===== config.mk =====
export PLATFORM = sky130hd
export DESIGN_NAME = srl_fifo_flex
export DESIGN_NICKNAME = d
export VERILOG_FILES = /design/src/rtl/srl_fifo_flex.sv
export SDC_FILE = /design/constraint.sdc
export NUM_CORES = 1
export LEC_CHECK = 0
export ABC_AREA = 1
export CORE_MARGIN = 8
export CORE_UTILIZATION = 34
export CTS_CLUSTER_DIAMETER = 200
export CTS_CLUSTER_SIZE = 12
export DETAILED_ROUTE_END_ITERATION = 12
export MAX_ROUTING_LAYER = met4
export PLACE_DENSITY = 0.53
export SETUP_SLACK_MARGIN = 0.05
export SYNTH_ARGS = -nofsm -noshare
export SYNTH_HDL_FRONTEND = slang
export SYNTH_SLANG_ARGS = --single-unit

===== constraint.sdc =====
create_clock -name clk -period 13.65 [get_ports clk]
set_input_delay 2.0475 -clock clk [delete_from_list [all_inputs] [get_ports clk]]
set_output_delay 2.0475 -clock clk [all_outputs]
set_load 0.05 [all_outputs]

===== src/rtl/srl_fifo_flex.sv =====
// Shift-register FIFO for HLS dataflow channels: SRL storage addressed by occupancy,
// registered full/empty handshakes, almost flags and an optional registered output stage.
module srl_fifo_flex #(
  parameter int unsigned DATA_WIDTH    = 32,
  parameter int unsigned ADDR_WIDTH    = 4,
  parameter int unsigned DEPTH         = 16,
  parameter int unsigned OUT_REG       = 0,
  parameter int unsigned AFULL_THRESH  = 14,
  parameter int unsigned AEMPTY_THRESH = 1
) (
  input  logic                  clk,
  input  logic                  reset,
  output logic                  if_full_n,
  input  logic                  if_write_ce,
  input  logic                  if_write,
  input  logic [DATA_WIDTH-1:0] if_din,
  output logic                  if_empty_n,
  input  logic                  if_read_ce,
  input  logic                  if_read,
  output logic [DATA_WIDTH-1:0] if_dout,
  output logic [ADDR_WIDTH:0]   if_num_data_valid,
  output logic                  if_almost_full,
  output logic                  if_almost_empty
);

  localparam int unsigned CW = ADDR_WIDTH + 1;

  logic [DATA_WIDTH-1:0] mem_q [DEPTH];
  logic [CW-1:0]         scnt_q, scnt_d;
  logic                  full_n_q, full_n_d;
  logic                  empty_n_q, empty_n_d;
  logic                  oval_q, oval_d;
  logic [DATA_WIDTH-1:0] dreg_q;
  logic [ADDR_WIDTH-1:0] head;
  logic                  push, pop, spop, load;

  assign push = if_write_ce & if_write & full_n_q;
  assign pop  = if_read_ce & if_read & if_empty_n;
  assign head = (scnt_q == '0) ? '0 : ADDR_WIDTH'(scnt_q - CW'(1));

  always_comb begin
    load = 1'b0;
    spop = pop;
    // With the output stage, the array is popped whenever a word moves into dreg.
    if (OUT_REG != 0) begin
      load = (scnt_q != '0) && (!oval_q || pop);
      spop = load;
    end
    scnt_d = scnt_q;
    if (push && !spop)
      scnt_d = scnt_q + CW'(1);
    else if (!push && spop)
      scnt_d = scnt_q - CW'(1);
    full_n_d  = scnt_d < CW'(DEPTH);
    empty_n_d = scnt_d != '0;
    oval_d    = oval_q;
    if (load)
      oval_d = 1'b1;
    else if (pop)
      oval_d = 1'b0;
  end

  always_ff @(posedge clk) begin
    if (reset) begin
      scnt_q    <= '0;
      full_n_q  <= 1'b1;
      empty_n_q <= 1'b0;
      oval_q    <= 1'b0;
    end else begin
      scnt_q    <= scnt_d;
      full_n_q  <= full_n_d;
      empty_n_q <= empty_n_d;
      oval_q    <= oval_d;
    end
  end

  // Storage and dreg carry no reset so the array maps onto SRL primitives.
  always_ff @(posedge clk) begin
    if (push) begin
      for (int unsigned i = DEPTH - 1; i > 0; i--)
        mem_q[i] <= mem_q[i-1];
      mem_q[0] <= if_din;
    end
  end

  always_ff @(posedge clk) begin
    if (load)
      dreg_q <= mem_q[head];
  end

  assign if_full_n         = full_n_q;
  assign if_empty_n        = (OUT_REG != 0) ? oval_q : empty_n_q;
  assign if_dout           = (OUT_REG != 0) ? dreg_q : mem_q[head];
  assign if_num_data_valid = (OUT_REG != 0) ? scnt_q + CW'(oval_q) : scnt_q;
  assign if_almost_full    = if_num_data_valid >= CW'(AFULL_THRESH);
  assign if_almost_empty   = if_num_data_valid <= CW'(AEMPTY_THRESH);

endmodule


After elaboration in Yosys (flattened, before gate mapping) --
Memories as Yosys holds them, arrays and structs flattened. Index checks and enable logic that the tools add are counted.
Cells by class: mux-type cells 5, bitwise operators 4, $lt $le $gt $ge 3, add/subtract/negate cells 2, reductions and logical operators 6
Operator list (number):
- 5-bit 2-to-1 mux | 2
- 5-bit by 1-bit adder with 5-bit output (second input constant) | 1
- 5-bit by 4-bit greater-or-equal comparator with 1-bit output (second input constant) | 1
- 5-bit by 1-bit <= comparator with 1-bit output (second input constant) | 1
- 5-bit logical NOT | 1
- 5-bit less-than comparator (second input constant) | 1
- 5-bit nonzero test | 1
- 5-bit by 1-bit subtractor with 5-bit output (second input constant) | 1
- 1-bit bitwise AND | 4
- 4-bit 2-to-1 mux | 1
- 1-bit logical AND | 2
- 1-bit logical NOT | 2
- 1-bit 2-to-1 mux | 2
Word-level totals: bits in registers 7, memories 1, output and inout bits 41, bits in writable memories 512, word-level logic and storage cells 24, bits of input ports 38
Memories:
- mem_q | depth 16, bits a word 32, read ports 16, clocked after memory_dff 0, write ports 16, line 28 | logic [DATA_WIDTH-1:0] mem_q [DEPTH];

Logic depth before layout (Yosys ltp) --
Gate-level depths: netlist of the first run.
depth after elaboration 7, depth in mapped cells 15

Worst setup path after synthesis of the first run --
No wires, ideal clock.
path kind input to register, from in if_write_ce, to reg empty_n_q (netlist: if_empty_n), library setup time 0.109 ns, cell stages on the path 9, slack -0.773 ns, arrival time 14.314 ns, data required time 13.541 ns, path through nand3_1 inv_1 nand2_1 nand3_1 nand3_1 nor2_1 nand3_1 nand2_1 inv_1
Between the ends: word-level cells in the longest chain between the ends 7, elaborated cells between the ends (all ways) 8
Ends and longest elaborated chain:
- from (decl) | line 14 | input logic if_write_ce,
- 1-bit bitwise AND (*) (2 in a row) | line 37 | assign push = if_write_ce & if_write & full_n_q;
- via push | line 35 | logic push, pop, spop, load;
- 1-bit logical NOT | line 52 | else if (!push && spop)
- 1-bit logical AND | line 52
- 5-bit 2-to-1 mux | line 52
- 5-bit 2-to-1 mux (*) | line 50 | if (push && !spop)
- 5-bit nonzero test (*) | line 55 | empty_n_d = scnt_d != '0;
- to (signal assigned) | line 72 | empty_n_q <= empty_n_d;
- to (decl) | line 31 | logic empty_n_q, empty_n_d;
Mark *: on every way through the listed nets, which the timed path passes. The rest lies on a longest branch. A chain may end at the register's enable or synchronous reset.

Worst setup path in the final report of the first run --
from reg scnt_q[0] (netlist: if_num_data_valid[0]), to out if_dout[14]
Between the ends: word-level cells in the longest chain between the ends 3, elaborated cells between the ends (all ways) 4
Ends and longest elaborated chain:
- from (decl) | line 29 | logic [CW-1:0] scnt_q, scnt_d;
- from (signal assigned) | line 70 | scnt_q <= scnt_d;
- 5-bit by 1-bit subtractor with 5-bit output or 5-bit logical NOT (tied branches)
- 4-bit 2-to-1 mux (*) | line 39 | assign head = (scnt_q == '0) ? '0 : ADDR_WIDTH'(scnt_q - CW'(1));
- memory read 16 x 32 bit (*)
- to (decl) | line 20 | output logic [DATA_WIDTH-1:0] if_dout,
Mark *: on every way between the ends. The rest lies on a longest branch, timed or not.

==> reports/qor.yml, run 1 <==
combPwrFrac_pct: 42.3
syn_to_final_growth_pct: 12.4
final.fill_count: 6193
rsz0062_at_grt: "false"
ir_drop_mv: 0.146
num_vias: 13300
yosys_warnings: 0
viasPerCell: 4.99
synth.area.mux_share_pct: 0
outcome: "finished, final reports clean"
whs_path_depth: 0
fmax_mhz: 128
syn-num-nets: 1832
grtUsageTotal_pct: 13.3
postCtsResizedCells: 0
relSlewSlack_pct: 19.2
port_buffers: 78
critPathMaxFanout: 91
cts.sinks: 519
rows: 93
grt_pass1_vias: 13300
hold_viol_final: 0
p_int_mw: 3.17
gp_congestion: 0.723
wl_microns: 48800
p_leak_nw: 8.85
ys_types: 26
maxCapViolCount: 0
worst_pin_slew_ns: 1.21
hold_end: "mem_q[3][0]"
drv_slew: 0
syn_inst: 1790
ios: 79
placed_cell_area_sq_um: 23400
grt_pass1_wl_microns: 78000
initial_core_util_pct: 34.2
fp.dieH_microns: 270
grt_max_degree: 200
nets: 1850
multi_input_area_sq_um: 5300
clk_pin_slew_ns: 0.06
dieArea_sq_um: 73000
drtIter0Drc: 1236
p_seq_share_pct: 35.1
p_clk_share_pct: 22.6
clock_path_buffers: 3
r2r_end: "mem_q[1][17]"
diodes: 0
r2r-start: "if_full_n"
synthXorXnorAreaFrac_pct: 0.0797
place_inst: 2612
p_total_mw: 5.42
post-route-period-util_pct: 57.2
p_sw_mw: 2.25
setup-tns-final_ns: 0
synth-compound-area-share_pct: 4.09
ant_nets: 0
end_kind: "output port"
die_w_microns: 270
crit_start: "if_num_data_valid[0]"
cts_root_buffer: "clkbuf_16"
overflow: 0
hpwlAfterDp_microns: 25000
synth-simple-area-share_pct: 19.6
layout_common_cells: "edfxtp_1 (512), nand3_1 (335), nand2_1 (189)"
r2r_setup_slack_ns: 10.06
seq_area_sq_um: 15500
coreArea_sq_um: 64200
cts_buffers: 49
synthAdderAreaFrac_pct: 0.228
cts_tree: "done"
ff2ff_path_depth: 5
fin_worst_skew_ns: 0.0166
finalCriticalPeriod_ns: 7.81
syn_area_per_cell_sq_um: 12.3
p_sw_share_pct: 41.6
antenna_found_initial: 0
critPathLaunchType: "flip-flop"
wl_per_cell_microns: 18.2
layout.cells.most_common: "edfxtp_1"
postLayoutCellArea_sq_um: 24700
synth.cell_area_sq_um: 22000
fin_cells: 2674
cp_data_required_time_ns: 11.60
setup_viol: 0
h-tree-depth: 2
clk_latency_ns: 0.58
cts_hold_buf: 0
cts_setup_buffers: 0
p_per_area_nw_per_um2: 219
drive_above_1_share_pct: 7.86
drc_errors: 0
crit_type: "flip-flop to output port"
ys_seq_area_share_pct: 70.6
hp-class: "flip-flop to flip-flop"
synth_top_family_by_area: "simple AND/OR/NAND/NOR gates"
critical_path_arrival_ns: 5.77
drtPass1Iterations: 5
synth-seq-cells: 519
min_from: "mem_q[2][0]"
[worst max-delay path by stage]
| stage | to | depth (start not counted) |
|---|---|---|
| 5_1_grt | if_dout[14] | 11 |
| 3_3_place_gp | if_dout[14] | 11 |
| 2_1_floorplan | if_empty_n | 10 |
| 3_5_place_dp | if_dout[14] | 11 |
| 4_1_cts | if_dout[14] | 11 |
| 6_report | if_dout[14] | 11 |
[cell type report]
class                   instances  share of cell area, %
clock buffers                  60                   5.30
inverters                     145                   2.24
clock inverters                 2                 0.0810
flip-flops and latches        519                   62.8
well taps                     855                   4.33
repair buffers                 94                   3.80
multi-input cells             999                   21.5
[critical path, cell delays in order, from the launching register on]
cell             delay, ns
dfxtp_2               0.50
inv_6                 0.56
ha_1                  0.37
nand3_4               0.52
nand2_2               0.22
buf_4                 0.45
clkinv_2              0.78
buf_4                 0.53
nand3_1               0.14
nand3_1               0.11
nand2_1               0.16
clkdlybuf4s50_1       0.82
[stage by stage]
step           hold slack, ns  util (%)  setup WS [ns]
3_5_place_dp            0.423      36.4           6.27
4_1_cts                 0.429      38.5           5.61
2_1_floorplan           0.417         -           3.27
3_3_place_gp            0.417      36.4           6.41
6_report                0.432      38.5           5.84
5_1_grt                 0.433      38.5           5.43
[per-layer routing]
metal  vias to the layer above  GRT usage [%]  routed length, microns
li1                       6421              -                       -
met1                      6552           18.3                   23100
met2                       304           20.5                   22400
met3                        67           2.01                    2120
met4                         0           3.72                    1150
met5                         -              -                       0
[cells in the mapped netlist, drive strengths merged]
cell type  count  area [sq um]
a21oi          3          15.0
a31oi          1          6.26
buf           90           508
clkbuf        37           139
dfxtp          7           140
edfxtp       512         15400
ha             4          50.1
inv          145           544
nand2        192           723
nand3        336          1690
nand3b       128           961
nand4          1          6.26
nor2         140           528
nor4           1          6.26
o2111ai       63           552
o21ai         65           325
or2           63           394
xor2           2          17.5
[state kept, by name (all words and copies together) (netlist names)]
| signal | flops |
|---|---|
| if_empty_n | 1 |
| if_full_n | 1 |
| if_num_data_valid | 5 |
| mem_q | 512 |
[kinds of logic after synthesis]
| logic type | Yosys count |
|---|---|
| xor gates and xnor gates | 2 |
| adders and majority gates | 4 |
| DFF | 519 |
| buffers and inverters | 272 |
| AOI/OAI and AO/OA | 132 |
| and+or+nand+nor | 861 |
[power by group through the flow]
stage               registers [mW]  clock network, mW  logic [mW]
floorplan                     1.95                  0        1.59
global placement              1.93                  0        2.33
detailed placement            1.93                  0        2.33
CTS                           1.90               1.27        2.34
global route                  1.91               1.33        2.50
finish                        1.90               1.23        2.29
Power figures use the tool's default switching activity.
==> run 2, diff against run 1 <==
==> constraint.sdc (replaced) <==
create_clock -name clk -period 6.5 [get_ports clk]
set_input_delay 0.975 -clock clk [delete_from_list [all_inputs] [get_ports clk]]
set_output_delay 0.975 -clock clk [all_outputs]
set_load 0.05 [all_outputs]
==> reports/qor.yml, run 2 (synthesis gave the netlist of run 1 again) <==
p_leak_nw: 8.90
gp_congestion: 0.728
cts_buffers: 49
critical_path_arrival_ns: 4.09
relSlewSlack_pct: 27.7
fp.dieH_microns: 270
clock_path_buffers: 3
fin_cells: 2676
hold_viol_final: 0
cts_setup_buffers: 0
dieArea_sq_um: 73000
cts_root_buffer: "clkbuf_16"
largest-register: "mem_q"
final_util_pct: 38.4
ant_nets: 0
p_per_area_nw_per_um2: 459
ir_drop_mv: 0.505
cp_data_required_time_ns: 5.52
outcome: "finished, final reports clean"
rsz0062_at_grt: "false"
reg_top3: "mem_q (512), if_num_data_valid (5)"
nets: 1853
grt_pass1_wl_microns: 79400
syn_to_final_growth_pct: 12.3
slowest_stage: "buf_4"
r2r_setup_slack_ns: 3.59
crit_buf_inv: 4
critPathMaxFanout: 133
h-tree-depth: 2
die_w_microns: 270
hp-class: "flip-flop to flip-flop"
maxCapViolCount: 0
place_inst: 2615
largest_reg_flops: 512
setup_ws_ns: 1.43
end_kind: "output port"
drc_errors: 0
coreArea_sq_um: 64200
ios: 79
whs_ns: 0.423
dp_slack_ns: 1.96
clk_latency_ns: 0.60
drtPass1Iterations: 5
layout_common_cells: "edfxtp_1 (512), nand3_1 (334), nand2_1 (189)"
crit_path_cell_trace: "inv_8 > ha_1 > nand3_4 > buf_4 > buf_4 > o2111ai_1 > nand3_1 > nand3_1 > nand2_1 > buf_4"
diodes: 0
wl_per_cell_microns: 18.4
critPathMostFrequentCell: "buf_4"
min_from: "mem_q[9][2]"
fmax_mhz: 197
postCtsResizedCells: 0
num_vias: 13400
post-route-period-util_pct: 78.0
grtUsageTotal_pct: 13.6
drv_slew: 0
wl_microns: 49200
antenna_found_initial: 0
rows: 93
fin_worst_skew_ns: 0.0276
finalCriticalPeriod_ns: 5.07
slowest_delay_ns: 0.80
grt_max_degree: 174
worst_pin_slew_ns: 1.08
cts_tree: "done"
drive_above_1_share_pct: 9.77
critPathLaunchType: "flip-flop"
crit_start: "if_num_data_valid[0]"
setup_viol: 0
overflow: 0
viasPerCell: 5.01
clk_pin_slew_ns: 0.07
hpwlAfterDp_microns: 24300
r2r-start: "if_num_data_valid[0]"
cp_top_family: "buffers and inverters"
cts_hold_buf: 0
initial_core_util_pct: 34.2
cts.sinks: 519
port_buffers: 78
crit_type: "flip-flop to output port"
layout.cells.most_common: "edfxtp_1"
grt_pass1_vias: 13700
drtIter0Drc: 1151
==> run 2: changes by cell type in the layout (fill, tap and decap cells not counted), sizes merged <==
cell / before / now
buf: 16 / 51
clkinv: 1 / 2
clkdlybuf4s50: 78 / 46
clkbuf: 60 / 58
==> run 2: path summary, 6_finish.rpt <==
path	to	cells after the start
setup / recovery	if_dout[19]	10
hold / removal	mem_q[10][2]	0
setup reg to reg	if_empty_n	11
hold reg to reg	mem_q[10][2]	0
==> run 2: cell type report <==
type	count	area [sq um]
Clock inverter	3	47.5
Timing Repair Buffer	97	893
Tap cell	855	1070
Fill cell	6156	39600
Sequential cell	519	15500
Inverter	145	557
Clock buffer	58	1280
Multi-Input combinational cell	999	5320
==> run 2: per-layer routing <==
| metal | global-route usage, % | wire (microns) |
|---|---|---|
| met5 | - | 0 |
| met4 | 3.52 | 967 |
| met3 | 1.91 | 1980 |
| met2 | 20.8 | 22600 |
| met1 | 18.9 | 23600 |
==> run 2: metrics by stage <==
| stage | power (mW) | TNS (ns) | area, sq um |
|---|---|---|---|
| after floorplan | 7.44 | -1377.93 | 22000 |
| after global placement | 8.86 | 0 | 23400 |
| after detailed placement | 8.89 | 0 | 23400 |
| after CTS | 11.5 | 0 | 24700 |
| after global routing | 12.0 | 0 | 24700 |
| final | 11.3 | 0 | 24700 |
==> run 2: report_power, final <==
part | internal, mW | leakage [nW] | switching [mW]
clock | 1.38 | 0.648 | 1.21
sequential | 3.89 | 4.86 | 0.0888
combinational | 1.28 | 3.40 | 3.48
total | 6.55 | 8.90 | 4.77
==> run 2: worst reg2reg max path: cells and delay by family, from the launching register on <==
| kind | cells | cell delay, ns |
|---|---|---|
| buffers and inverters | 4 | 1.49 |
| AND/OR/NAND/NOR | 6 | 0.54 |
| adder cells (fa/ha/maj) | 1 | 0.39 |
| flip-flops | 1 | 0.39 |
